File: config.mk
export PLATFORM = sky130hd
export DESIGN_NAME = mem_bus_arbiter
export DESIGN_NICKNAME = d
export VERILOG_FILES = /design/src/rtl/mem_bus_arbiter.sv
export SDC_FILE = /design/constraint.sdc
export NUM_CORES = 1
export LEC_CHECK = 0
export CORE_AREA = 2 2 124 126
export CTS_CLUSTER_SIZE = 25
export DETAILED_ROUTE_END_ITERATION = 12
export DIE_AREA = 0 0 126 128
export PLACE_DENSITY = 0.67
export SLEW_MARGIN = 20
export SYNTH_ARGS = -nofsm -noshare
export SYNTH_HDL_FRONTEND = slang
export SYNTH_SLANG_ARGS = --single-unit
File: constraint.sdc
create_clock -name clk -period 3.3 [get_ports clk]
set_input_delay 0.66 -clock clk [delete_from_list [all_inputs] [get_ports clk]]
set_output_delay 0.66 -clock clk [all_outputs]
set_load 0.02 [all_outputs]
File: src/rtl/mem_bus_arbiter.sv
// mem_bus_arbiter
//   Shares one valid/ready memory bus between two masters (0: picorv32,
//   1: secondary master). Ties go to the master not granted last, and a grant
//   covers exactly one transaction. A RELEASE cycle follows each completion so
//   the master can drop valid. A watchdog completes any transaction the slave
//   never acknowledges, returning ERROR_RDATA and counting the timeout.
//
// Ports
//   clk, reset                 clock, synchronous active-high reset
//   mX_valid/addr/wdata/wstrb/instr   master X request (wstrb == 0 is a read)
//   mX_ready, mX_rdata          master X completion pulse and read data
//   s_valid/addr/wdata/wstrb/instr    request forwarded to the decoder
//   s_ready, s_rdata            decoder completion and read data
//   timeout_flag                sticky timeout indicator
//   timeout_count               saturating timeout counter
//   timeout_clear               clears flag and counter (wins over a new timeout)

module mem_bus_arbiter #(
   parameter int unsigned TIMEOUT_CYCLES = 255,
   parameter logic [31:0] ERROR_RDATA    = 32'h0
) (
   input  logic        clk,
   input  logic        reset,
   input  logic        m0_valid,
   input  logic [31:0] m0_addr,
   input  logic [31:0] m0_wdata,
   input  logic [3:0]  m0_wstrb,
   input  logic        m0_instr,
   output logic        m0_ready,
   output logic [31:0] m0_rdata,
   input  logic        m1_valid,
   input  logic [31:0] m1_addr,
   input  logic [31:0] m1_wdata,
   input  logic [3:0]  m1_wstrb,
   input  logic        m1_instr,
   output logic        m1_ready,
   output logic [31:0] m1_rdata,
   output logic        s_valid,
   output logic [31:0] s_addr,
   output logic [31:0] s_wdata,
   output logic [3:0]  s_wstrb,
   output logic        s_instr,
   input  logic        s_ready,
   input  logic [31:0] s_rdata,
   output logic        timeout_flag,
   output logic [7:0]  timeout_count,
   input  logic        timeout_clear
);

   typedef enum logic [1:0] {
      IDLE,
      BUSY,
      RELEASE
   } state_t;

   localparam logic [15:0] WD_LAST = 16'(TIMEOUT_CYCLES - 1);

   state_t      state;
   logic        owner;
   logic        last;
   logic [15:0] wd_ctr;

   logic        owner_valid;
   logic        wd_expired;
   logic        timeout_hit;
   logic        winner;

   always_comb begin
      owner_valid = owner ? m1_valid : m0_valid;
      wd_expired  = (wd_ctr == WD_LAST);
      // s_ready takes precedence over an expiring watchdog in the same cycle.
      timeout_hit = (state == BUSY) && owner_valid && !s_ready && wd_expired;
      // Single requester wins outright; a tie goes to the master not granted last.
      winner      = (m0_valid && m1_valid) ? !last : m1_valid;
   end

   // Bus-facing outputs are combinational from state/owner so a zero-wait
   // decoder completes in the first BUSY cycle.
   always_comb begin
      s_valid  = 1'b0;
      s_addr   = '0;
      s_wdata  = '0;
      s_wstrb  = '0;
      s_instr  = 1'b0;
      m0_ready = 1'b0;
      m1_ready = 1'b0;
      m0_rdata = '0;
      m1_rdata = '0;
      if (state == BUSY) begin
         s_addr  = owner ? m1_addr  : m0_addr;
         s_wdata = owner ? m1_wdata : m0_wdata;
         s_wstrb = owner ? m1_wstrb : m0_wstrb;
         s_instr = owner ? m1_instr : m0_instr;
         if (owner_valid) begin
            if (s_ready) begin
               s_valid = 1'b1;
               if (owner) begin
                  m1_ready = 1'b1;
                  m1_rdata = s_rdata;
               end else begin
                  m0_ready = 1'b1;
                  m0_rdata = s_rdata;
               end
            end else if (wd_expired) begin
               if (owner) begin
                  m1_ready = 1'b1;
                  m1_rdata = ERROR_RDATA;
               end else begin
                  m0_ready = 1'b1;
                  m0_rdata = ERROR_RDATA;
               end
            end else begin
               s_valid = 1'b1;
            end
         end
      end
   end

   always_ff @(posedge clk) begin
      if (reset) begin
         state         <= IDLE;
         owner         <= 1'b0;
         last          <= 1'b1;
         wd_ctr        <= '0;
         timeout_flag  <= 1'b0;
         timeout_count <= '0;
      end else begin
         case (state)
            IDLE: begin
               if (m0_valid || m1_valid) begin
                  owner  <= winner;
                  last   <= winner;
                  wd_ctr <= '0;
                  state  <= BUSY;
               end
            end
            BUSY: begin
               if (!owner_valid) begin
                  state <= IDLE;
               end else if (s_ready || wd_expired) begin
                  state <= RELEASE;
               end else begin
                  wd_ctr <= wd_ctr + 16'd1;
               end
            end
            RELEASE: state <= IDLE;
            default: state <= IDLE;
         endcase

         if (timeout_clear) begin
            timeout_flag  <= 1'b0;
            timeout_count <= '0;
         end else if (timeout_hit) begin
            timeout_flag <= 1'b1;
            if (timeout_count != 8'hFF) begin
               timeout_count <= timeout_count + 8'd1;
            end
         end
      end
   end

endmodule

---- Word level (Yosys, flattened, before mapping) ----
Cells that the tools add are included.
word-level totals
  bits in registers ....................... 29
  bits of input ports ..................... 176
  output and inout port bits .............. 145
  word-level logic and storage cells ...... 70
operators by class
  reduce and logical (&&, ||, !) cells .... 15
  eq/ne operators ......................... 7
  multiplexer cells ....................... 40
  add/subtract/negate cells ............... 2
operator list
  cell                   number
  $mux 32                12
  $mux 16                3
  $pmux 16 s2            1
  $mux 1                 18
  $add 16x1->16 const B  1
  $eq 16x8->1 const B    1
  $add 8x1->8 const B    1
  $mux 4                 2
  $ne 8x8->1 const B     1
  $mux 2                 3
  $ne 2x2->1 const B     3
  $reduce_and 2->1       3
  $logic_and 1x1->1      4
  $pmux 2 s2             1
  $reduce_and 4->1       1
  $ne 3x2->1 const B     1
  $eq 2x1->1 const B     1
  $logic_not 1->1        2
  $logic_not 2->1        1
  $logic_or 1x1->1       2
  $reduce_bool 2->1      1
  $reduce_or 2->1        1

---- Longest topological paths before layout ----
  depth after elaboration ................. 5
  gate-level depth with buffers ........... 9
  gate-level depth less buffers ........... 7

---- Worst setup path before layout ----
Ideal clock, no wire load.
  kind .................................... register to output
  from .................................... register wd_ctr[8]
  to ...................................... output m0_ready
  path buffers ............................ 2
  cell stages (with the launch flop) ...... 7
  slack ................................... 0.138 ns
  data required time ...................... 2.640 ns
  data arrival time ....................... 2.502 ns
  cell sequence ........................... dfxtp_1 -> or4b_1 -> or4_1 -> buf_2 -> clkbuf_1 -> and2_1 -> nor4_1
between the ends
  longest elaborated chain between the ends .. 5
ends and longest elaborated chain
  item                    RTL line  text
  from (decl)             61        logic [15:0] wd_ctr;
  from (signal assigned)  143       wd_ctr <= wd_ctr + 16'd1;
  $eq 16x8->1             70        wd_expired = (wd_ctr == WD_LAST);
  $mux 1                  104       end else if (wd_expired) begin
  $mux 1                  95        if (s_ready) begin
  $mux 1                  94        if (owner_valid) begin
  $mux 1                  89        if (state == BUSY) begin
  to (decl)               29        output logic m0_ready,
No other way between the ends.

---- Worst setup path in the final report ----
  from .................................... register wd_ctr[11]
  to ...................................... output m0_ready
The elaborated chain is that of the path after synthesis.

==> results by group <==
Setup path
  • Reg2reg setup slack: 0.60 ns
  • CP endpoint kind: primary output
  • CP Class: reg -> out
  • Critical Path Start Type: flip-flop
  • Worst path arrival time: 2.59 ns
  • Worst endpoint required time: 2.64 ns
  • CP startpoint: wd_ctr[11]
  • Worst-path maximum fanout: 4
  • Critical R2R Launch: wd_ctr[11]

Floorplan
  • Core ar.: 0.0149 sq mm
  • Ports: 321
  • Die H: 128 um
  • Die Wd: 126 um
  • Rows: 45
  • Starting Density: 19.8%
  • DIE AREA: 0.0161 sq mm

Global routing
  • Largest net degree at the start of global routing: 33
  • Antenna violations before repair: 0
  • GRT overflow: 0
  • GRT Util Overall: 18.8%
  • First-pass GRT wire length: 23.4 mm
  • Vias in the first global route: 3,909

Final layout
  • Multi-input combinational cell area: 0.00223 sq mm
  • Layout Cells excl Fill: 922
  • Core Util, Final: 44.7%
  • Nets@finish: 912
  • Diodes inserted: 0
  • Ratio of cells with drive above 1 in the final layout: 4.77%
  • Register Area: 584 sq um
  • Filler cells: 1,501
  • Synth-to-Final Area Change: 126%

Status
  • Status: finished, final reports clean

Clock network
  • Clk root buf: clkbuf_16
  • Clock Tree Buf Depth: 2
  • H-tree depth: 2
  • Clock latency on the worst-skew pair: 0.27 ns
  • Post-CTS Setup Bufs: 0
  • TritonCTS Buffers: 5
  • Clock sinks: 29
  • Worst-path clk slew: 0.05 ns
  • CTS tree: done

Logic synthesis
  • Post-synthesis compound-gate area fraction: 8.20%
  • Most common cell in the netlist: nor2_1
  • Register area share after synthesis: 19.7%
  • Area of the mapped netlist: 0.00294 sq mm
  • Syn Inst Count: 414
  • Post-Syn Area per Cell: 7.11 sq um
  • Synth unique cells: 35
  • Leading area contributor after synthesis: mux2i_1
  • Largest family of logic cells by synthesized area: simple AND/OR/NAND/NOR gates
  • Top post-synthesis cells by area: mux2i_1 (24%), dfxtp_1 (20%), and2_1 (14%)
  • Post-synth EDFFs: 0
  • Yosys reg bits: 29
  • Warnings from Yosys: 0
  • Synth Area in Simple Gates: 39.4%
  • Ys flop type: dfxtp_1
  • Ys async rst share: 0%
  • Adder-Cell Fraction of Synth Area: 1.27%
  • Synth top area share: 24.1%
  • Multiplexer share of the synthesized area: 24.1%
  • Commonest cells in the netlist: nor2_1 (91), mux2i_1 (71), and2_1 (66), dfxtp_1 (29), clkbuf_1 (19)
  • Post-Syn Nets: 593
  • XOR/XNOR Fraction of Synth Area: 2.08%

Detailed routing
  • First-iteration detailed-routing DRC count: 198
  • Vias per inst: 4.48
  • Per-cell routed wire length: 18.0 um
  • Post-route ant nets: 0
  • WL final: 16.6 mm
  • # DRC: 0
  • Vias: 4,127
  • TritonRoute pass-1 iters: 4

Timing
  • RSZ-0062 raised after global routing: no
  • Final setup fails: 0
  • Worst-Margin Slew: 0.698 ns
  • Achievable Freq: 0.308 GHz
  • Final Cycle Share: 98.4%
  • Final Max Tran Viols: 0
  • Final Skew: 0.00887 ns
  • Worst hold slack: 0.468 ns
  • Hold Vio Cnt, Final: 0
  • Setup tns final: 0 ns
  • Max_slew headroom: 53.1%
  • Final critical path time including I/O delays and setup: 3.25 ns

Placement
  • PortBufs: 320
  • DP Wirelength: 14.1 mm
  • Inst Count DP: 914
  • Gp weighted congestion: 0.873

Power
  • PwrDens: 243 mW/mm^2
  • Peak VDD IR: 203 uV
  • LEAKAGE: 2.43 nW

Worst hold path
  • Hold path start: wd_ctr[7]
  • Hold Path Class: reg -> reg

Job
  • Max-cap violation count: 0
## power breakdown
part / internal, mW / switching, mW / total (mW) / leakage, nW
Sequential: 0.355 / 0.0154 / 0.370 / 0.235
Combinational: 0.400 / 0.314 / 0.714 / 2.11
Clock: 0.376 / 0.153 / 0.529 / 0.0841
## layout by cell type, fill, tap and decap left out, drive strengths merged, types with 3 or more instances in the layout
cell / instances
and2: 66
ha: 3
buf: 22
nor3: 9
a21oi: 13
nor4: 3
inv: 8
nand4: 4
o211ai: 4
nor2b: 3
and3: 4
o31ai: 4
nor2: 91
dfxtp: 29
or4: 8
nand3: 11
clkbuf: 7
clkdlybuf4s50: 316
xor2: 5
a31oi: 5
and4: 3
o21ai: 7
o41ai: 3
or3: 5
mux2i: 71
nand2: 15
## timing repair
| action | in CTS | in global routing |
|---|---|---|
| resized for setup | 2 | 2 |
| hold buffers | 0 | 0 |
| hold endpoints to repair | 0 | 0 |
| setup endpoints to repair | 2 | 2 |
## state kept, by name, indices dropped and copies added, names as in the netlist
register,count
timeout_flag,1
last,1
wd_ctr,16
owner,1
timeout_count,8
state,2
## logic make-up (layout without fill, tap and decap cells)
logic type                 count (synthesis)  in the layout
adders and majority gates                  3              3
buffers and inverters                     38            358
and+or+nand+nor                          227            227
muxes                                     71             71
DFF                                       29             29
AOI/OAI and AO/OA                         39             39
xor gates and xnor gates                   7              7
## critical path, stage by stage, from the launching register on
cell and delay, ns:
dfxtp_1 0.33, or4_1 0.54, or4_1 0.56, and2_1 0.21, nor4_1 0.18, buf_4 0.16, dlygate4sd2_1 0.34
## worst paths after layout
path,cells past startpoint,to
max,6,m0_ready
min,1,wd_ctr[7]
max reg2reg,6,timeout_count[3]
min reg2reg,1,wd_ctr[7]
## per-stage QoR
stage	total power, mW	instance area [sq um]	setup slack [ns]
after floorplan	0.655	2940	0.138
after global placement	1.10	6470	0.101
after detailed placement	1.09	6470	0.0958
after CTS	1.63	6640	0.0102
after global routing	1.69	6640	0.00564
final	1.61	6640	0.0523
## final cells by class
cell class | count | share of cell area [%]
clock buffer | 7 | 2.15
inverter | 8 | 0.452
multi-input combinational | 347 | 33.5
tap | 188 | 3.54
timing repair buffer | 342 | 51.1
sequential | 29 | 8.79
clock inverter | 1 | 0.452
## layer usage
| layer | vias to the layer above | global-route usage, % | wire length [um] |
|---|---|---|---|
| li1 | 2065 | - | - |
| met1 | 1874 | 23.9 | 6840 |
| met2 | 169 | 32.5 | 8210 |
| met3 | 19 | 3.67 | 1160 |
| met4 | 0 | 4.59 | 350 |
| met5 | - | 0 | 0 |
No activity file was read; power rests on OpenSTA's default activity.
